File: config.mk
export PLATFORM = sky130hd
export DESIGN_NAME = packet_builder
export DESIGN_NICKNAME = d
export VERILOG_FILES = /design/src/rtl/packet_pkg.sv /design/src/rtl/packet_builder.sv
export SDC_FILE = /design/constraint.sdc
export NUM_CORES = 1
export LEC_CHECK = 0
export BUFFER_PORTS_ARGS = -buffer_cell sky130_fd_sc_hd__buf_2
export CAP_MARGIN = 20
export CORE_ASPECT_RATIO = 0.6
export CORE_MARGIN = 1
export CORE_UTILIZATION = 45
export DETAILED_ROUTE_END_ITERATION = 6
export MAX_ROUTING_LAYER = met4
export PLACE_DENSITY = 0.72
export SYNTH_ARGS = -nofsm -noshare
export SYNTH_HDL_FRONTEND = slang
export SYNTH_SLANG_ARGS = --single-unit
File: constraint.sdc
create_clock -name clk -period 2.2 [get_ports clk]
set_clock_uncertainty 0.15 [all_clocks]
set_input_delay 0.22 -clock clk [delete_from_list [all_inputs] [get_ports clk]]
set_output_delay 0.22 -clock clk [all_outputs]
set_load 0.01 [all_outputs]
File: src/rtl/packet_pkg.sv
// packet_pkg
//   Protocol definitions shared by both ends of the UART command link:
//   - frame delimiters and command codes
//   - payload_len(), which gives the payload size of a command (0 = unsupported)
//   - the state encoding of the frame builder FSM
package packet_pkg;

    localparam logic [7:0] HEADER    = 8'hAA;
    localparam logic [7:0] FOOTER    = 8'h55;
    localparam logic [7:0] CMD_FREQ  = 8'h01;
    localparam logic [7:0] CMD_PHASE = 8'h02;
    localparam logic [7:0] CMD_AMP   = 8'h03;

    typedef enum logic [2:0] {
        ST_IDLE,
        ST_HEADER,
        ST_CMD,
        ST_DATA,
        ST_FOOTER
    } state_t;

    // Number of payload bytes carried by a command; 0 marks an unsupported code.
    function automatic logic [2:0] payload_len(input logic [7:0] cmd);
        case (cmd)
            CMD_FREQ,
            CMD_PHASE: return 3'd4;
            CMD_AMP:   return 3'd2;
            default:   return 3'd0;
        endcase
    endfunction

endpackage

File: src/rtl/packet_builder.sv
// packet_builder
//   Serialises one command frame per accepted request into a byte stream for
//   the UART transmitter: HEADER, command byte, big-endian payload, FOOTER.
//
// Ports
//   clk          system clock
//   reset        asynchronous, active-low reset
//   req_cmd      command byte of the requested frame
//   req_payload  payload; for CMD_AMP only [15:0] is sent
//   req_valid    request present
//   req_ready    builder can accept a request (IDLE only)
//   tx_data      byte to the UART transmitter
//   tx_valid     tx_data is valid
//   tx_ready     transmitter accepts the byte this cycle
//   frame_done   one-cycle pulse after the footer byte is accepted
//   cmd_err      one-cycle pulse after a request with an unsupported cmd is accepted
module packet_builder
    import packet_pkg::*;
(
    input  logic        clk,
    input  logic        reset,
    input  logic [7:0]  req_cmd,
    input  logic [31:0] req_payload,
    input  logic        req_valid,
    output logic        req_ready,
    output logic [7:0]  tx_data,
    output logic        tx_valid,
    input  logic        tx_ready,
    output logic        frame_done,
    output logic        cmd_err
);

    state_t      r_state;
    state_t      w_nextState;
    logic [1:0]  r_cnt;
    logic [1:0]  w_nextCnt;
    logic [7:0]  r_cmd;
    logic [31:0] r_payload;
    logic        r_frameDone;
    logic        r_cmdErr;

    logic        w_accept;
    logic [2:0]  w_reqLen;
    logic [2:0]  w_latLen;
    logic        w_lastByte;
    logic [1:0]  w_byteIdx;
    logic [7:0]  w_dataByte;

    // req_ready is gated by reset so it reads 0 for the whole time reset is held.
    assign req_ready  = reset && (r_state == ST_IDLE);
    assign w_accept   = req_valid && req_ready;
    assign w_reqLen   = payload_len(req_cmd);
    assign w_latLen   = payload_len(r_cmd);
    assign w_lastByte = ({1'b0, r_cnt} == (w_latLen - 3'd1));

    // AMP frames carry only the low half-word, so their counter is offset by two
    // to start at [15:8]; wider commands start at [31:24].
    assign w_byteIdx  = (r_cmd == CMD_AMP) ? (r_cnt + 2'd2) : r_cnt;

    always_comb begin
        w_dataByte = 8'h00;
        case (w_byteIdx)
            2'd0:    w_dataByte = r_payload[31:24];
            2'd1:    w_dataByte = r_payload[23:16];
            2'd2:    w_dataByte = r_payload[15:8];
            default: w_dataByte = r_payload[7:0];
        endcase
    end

    assign frame_done = r_frameDone;
    assign cmd_err    = r_cmdErr;

    // Next-state and output decode. State and counter only move on a transfer,
    // which is what keeps tx_data stable while the transmitter stalls.
    always_comb begin
        w_nextState = r_state;
        w_nextCnt   = r_cnt;
        tx_valid    = 1'b0;
        tx_data     = 8'h00;
        case (r_state)
            ST_IDLE: begin
                if (w_accept && (w_reqLen != 3'd0)) begin
                    w_nextState = ST_HEADER;
                end
            end
            ST_HEADER: begin
                tx_valid = 1'b1;
                tx_data  = HEADER;
                if (tx_ready) begin
                    w_nextState = ST_CMD;
                end
            end
            ST_CMD: begin
                tx_valid = 1'b1;
                tx_data  = r_cmd;
                if (tx_ready) begin
                    w_nextState = ST_DATA;
                    w_nextCnt   = 2'd0;
                end
            end
            ST_DATA: begin
                tx_valid = 1'b1;
                tx_data  = w_dataByte;
                if (tx_ready) begin
                    if (w_lastByte) begin
                        w_nextState = ST_FOOTER;
                    end else begin
                        w_nextCnt = r_cnt + 2'd1;
                    end
                end
            end
            ST_FOOTER: begin
                tx_valid = 1'b1;
                tx_data  = FOOTER;
                if (tx_ready) begin
                    w_nextState = ST_IDLE;
                end
            end
            default: begin
                w_nextState = ST_IDLE;
            end
        endcase
    end

    // State register, request latch and the two status pulses.
    always_ff @(posedge clk or negedge reset) begin
        if (!reset) begin
            r_state     <= ST_IDLE;
            r_cnt       <= 2'd0;
            r_cmd       <= 8'h00;
            r_payload   <= 32'h0;
            r_frameDone <= 1'b0;
            r_cmdErr    <= 1'b0;
        end else begin
            r_state     <= w_nextState;
            r_cnt       <= w_nextCnt;
            r_frameDone <= (r_state == ST_FOOTER) && tx_ready;
            r_cmdErr    <= w_accept && (w_reqLen == 3'd0);
            if (w_accept && (w_reqLen != 3'd0)) begin
                r_cmd     <= req_cmd;
                r_payload <= req_payload;
            end
        end
    end

endmodule
After elaboration in Yosys (flattened, before gate mapping)
Cells that the tools add are included.

word-level totals
  bits in registers = 47
  input bits = 44
  output and inout bits = 12
  logic and storage cells = 61

operators by class
  $add $sub $neg = 3
  equality and inequality tests = 20
  muxes and demuxes = 17
  reductions and logical operators = 15

operators with widths
  cell                 number
  $eq 8x2->1 const B   4
  $pmux 8 s4           1
  $pmux 8 s3           1
  $mux 3               6
  $eq 8x1->1 const B   2
  $pmux 3 s5           1
  $ne 2x2->1 const B   6
  $pmux 3 s2           2
  $mux 2               4
  $eq 3x2->1 const B   2
  $logic_not 3->1      2
  $reduce_and 6->1     1
  $logic_and 1x1->1    5
  $pmux 2 s2           1
  $reduce_and 4->1     1
  $reduce_or 2->1      2
  $reduce_or 4->1      1
  $eq 2x3->1           1
  $eq 3x1->1 const B   1
  $eq 3x3->1 const B   1
  $reduce_bool 3->1    1
  $sub 3x1->3 const B  1
  $add 2x1->2 const B  1
  $add 2x2->2 const B  1
  6 further kinds      6

Depth between registers and ports, before layout
  depth in word-level cells = 8
  depth in mapped cells = 7
  mapped depth without buffers = 4

Worst setup path after synthesis
Ideal clock, no wire load.

  kind = register to output
  start point = reg r_cmd[3]
  end point = out tx_data[0]
  arrival = 1.867 ns
  required time = 1.830 ns
  slack = -0.037 ns
  stages on the path, launching flop included = 6
  buffers on the path = 1
  cell sequence = dfrtp_1 or4_1 buf_2 o211ai_4 a211oi_2 a211oi_1

on the way
  word-level cells in the longest chain between the ends = 5
  elaborated cells on any way between the ends = 7
  classes of those cells = 3 x eq/ne; 3 x mux; 1 x reduce/logical

ends and longest elaborated chain
  what                                RTL line               RTL
  start, declared                     packet_builder.sv:37   logic [7:0] r_cmd;
  start signal, assigned              packet_builder.sv:140  r_cmd <= req_cmd;
  $eq 8x2->1 (*)                      packet_builder.sv:58   assign w_byteIdx = (r_cmd == CMD_AMP) ? (r_cnt + 2'd2) : r_cnt;
  $mux 2 (*)                          packet_builder.sv:58
  $eq 2x2->1 (tied with other cells)  packet_builder.sv:62   case (w_byteIdx)
  $pmux 8 s3 (*)                      packet_builder.sv:62
  $pmux 8 s4 (*)                      packet_builder.sv:80   case (r_state)
  end, declared                       packet_builder.sv:26   output logic [7:0] tx_data,

Mark *: on every way between the ends. The rest lies on a longest branch, timed or not.

Final worst setup path
  start point = reg r_cmd[4]
  end point = out tx_data[5]

The elaborated chain is that of the path after synthesis.

==> impl_metrics.json <==
{
  "power_density_mw_per_mm2": 828,
  "ys_ff_latch": 47,
  "synth_cell_types": 41,
  "num_rows": 20,
  "dr.pass1.iters": 4,
  "syn_nets": 282,
  "synth-seq-area-share": 0.456,
  "antenna_cells": 0,
  "hold_violations": 2,
  "ioPinCount": 56,
  "grt_setup_unrepaired": "yes",
  "multi_input_area_mm2": 0.00147,
  "start_kind": "register",
  "post-dp-hpwl_mm": 4.73,
  "io_buffers": 55,
  "grt_max_degree": 48,
  "whs_ns": -0.000693,
  "drt_first_iter_violations": 197,
  "dieArea_mm2": 0.00605,
  "drive_gt1_frac": 0.483,
  "endpoint_kind": "output port",
  "synth_warnings": 0,
  "slew_violations": 0,
  "first_global_vias": 2193,
  "antenna_found_initial": 0,
  "outcome": "complete, but fails checks",
  "syn-cell-area_mm2": 0.00258,
  "cts_buffers": 5,
  "seq_area_mm2": 0.00118,
  "violations": "negative hold slack, negative setup slack",
  "fin_ws_ns": -0.439,
  "htreeDepth": 2,
  "drc": 0,
  "syn_avg_cell_area_um2": 10.8,
  "cts.path.max_buffers": 2,
  "synthTopCellsByCount": "dfrtp_1 (47), mux2_2 (30), a21oi_1 (19), nor2_1 (18), o21ai_0 (15)",
  "synth.most_common_cell": "dfrtp_1",
  "vias_per_cell": 5.48,
  "clock_latency_ns": 0.31,
  "async_reset_ff_frac": 1.00,
  "gp_congestion": 0.898,
  "die_w_um": 99.7,
  "met3_usage": 0.0461,
  "relSlewSlack": 0.605,
  "grt-busiest-layer": "met1",
  "timing.fmax_mhz": 379,
  "synth_area_leader_cell": "dfrtp_1",
  "grt.overflow.total": 0,
  "area_delta_synth_final_pct": 44.7,
  "syn_inst": 238,
  "cts_tree": "yes",
  "cts_sinks": 47,
  "dpl.cell_count": 387,
  "synth_top_area_frac": 0.456,
  "critPathArrivalTime_ns": 2.27,
  "path_clk_slew_ns": 0.08,
  "core_mm2": 0.00528,
  "ys.flop_type": "dfrtp_1",
  "post-route-period-util": 1.20,
  "drtAntennaViolNets": 0,
  "postRouteWirelength_mm": 7.05,
  "p_leak_nw": 1.72,
  "die_y_um": 60.6,
  "routedWlPerCell_um": 16.7,
  "nets": 389,
  "ys_top_cells_by_area": "dfrtp_1 (46%), mux2_2 (13%), a21oi_1 (3.7%), a211oi_2 (3.4%), o21ai_0 (2.9%)",
  "start_util": 0.488,
  "fillCellCount": 384,
  "finalNonFillerCells": 423,
  "setup_viol": 8,
  "cap_violations": 0,
  "postCtsSetupRepairBufs": 0,
  "peakVddDrop_uv": 413,
  "crit_type": "register to output port",
  "grt_use_total": 0.261,
  "grt_use_met1": 0.393,
  "root_buffer": "clkbuf_8",
  "path_max_fanout": 7,
  "grt_first_pass_wirelength_mm": 11.4,
  "critical_path_required_ns": 1.83,
  "grtUsageMet2": 0.360,
  "hold_path.class": "input port to register",
  "min_period_ns": 2.64,
  "synth-edff-count": 0,
  "via_count": 2320,
  "post-route-util": 0.707,
  "worst_pin_slew_ns": 0.593
}
per-stage QoR:
stage | hold slack [ns] | setup TNS, ns | worst slack [ns] | total power [mW] | area [µm²]
floorplan | -0.226 | -0.0304 | -0.00434 | 1.77 | 2610
global placement | 0.207 | -1.17 | -0.178 | 2.21 | 3190
global route | 0.00653 | -3.89 | -0.531 | 3.28 | 3730
detailed placement | 0.217 | -1.39 | -0.202 | 2.23 | 3190
finish | -0.000693 | -3.24 | -0.439 | 3.09 | 3730
CTS | 0.000533 | -3.37 | -0.447 | 2.95 | 3600
worst max-delay path, cell delays in order, from the launching register on:
cell and delay (ns):
dfrtp_1 0.38, or4_4 0.53, or4_4 0.44, buf_8 0.17, a211oi_4 0.23, a211oi_2 0.05
buf_2 0.15
routing by layer:
layer / wire length [µm] / up-vias
met3: 422 / 13
met5: 0 / -
met2: 3020 / 82
met4: 97 / 0
met1: 3510 / 1107
li1: - / 1118
worst paths after layout:
| path | slack [ns] | start | cells past startpoint | end |
|---|---|---|---|---|
| max in group asynchronous | 1.10 | reset | 3 | r_cmd[2]$_DFFE_PN0P_ |
| worst min-delay path | -0.0007 | req_payload[17] | 2 | r_payload[17]$_DFFE_PN0P_ |
| worst min register to register | 0.35 | r_payload[7]$_DFFE_PN0P_ | 1 | r_payload[7]$_DFFE_PN0P_ |
| worst max register to register | 0.08 | r_cmd[4]$_DFFE_PN0P_ | 5 | r_cnt[0]$_DFFE_PN0P_ |
| worst max-delay path | -0.44 | r_cmd[4]$_DFFE_PN0P_ | 6 | tx_data[5] |
| min in group asynchronous | 0.40 | reset | 3 | frame_done$_DFF_PN0_ |
timing repair:
item / in CTS / in global routing
hold endpoints to repair: 73 / 1
endpoints found under the setup margin: 8 / 31
hold buffers: 27 / 1
gates resized for setup: 10 / 23
pin swaps: 6 / 3
final cells by class:
class | instances | share of cell area
timing repair buffer | 117 | 0.229
multi-input combinational | 170 | 0.394
clock inverter | 2 | 0.00939
clock buffer | 6 | 0.0221
tap | 77 | 0.0258
sequential | 47 | 0.315
inverter | 4 | 0.00402
placed cells by master, fill, tap and decap left out, types with 2 or more instances in the layout:
cell           synthesis  layout
nor3_1                 3       2
nand2_1                4       4
nand2b_1               3       3
nor4_2                 2       8
a211oi_1               9       2
nor2b_1                5       5
a31o_2                 3       3
nor2_1                18      18
inv_1                  4       4
dlygate4sd3_1          0      28
and2_1                 2       2
a211oi_4               0       2
mux2_1                 5       5
nand3b_1               7       7
buf_4                  1      30
mux2_2                30      30
nand3_1                3       3
clkbuf_8               0       6
a21oi_1               19      19
buf_12                 0       3
or4_4                  0       2
a2111oi_2              0       6
o21ai_0               15      15
buf_2                  6      55
dfrtp_1               47      47
a211oi_2               7      12
xnor2_1                2       2
sequential cells by signal, indices dropped and copies added, names as in the netlist:
name / count
cmd_err: 1
r_state: 3
r_cmd: 8
frame_done: 1
r_cnt: 2
r_payload: 32
kinds of logic (layout without fill, tap and decap cells):
logic type             after synthesis  after routing  synth area share
flip-flops                          47             47             0.456
AO/OA/AOI/OAI                       66             66             0.185
buffers and inverters               21            129            0.0408
XOR/XNOR                             2              2           0.00679
AND/OR/NAND/NOR                     66             66             0.155
multiplexers                        36             36             0.157
where the power goes:
part	internal, mW	switching [mW]	total (mW)
Sequential	0.915	0.0829	0.998
Combinational	0.675	0.749	1.42
Clock	0.368	0.299	0.667
Note: power is estimated with default switching activity, not from simulation.
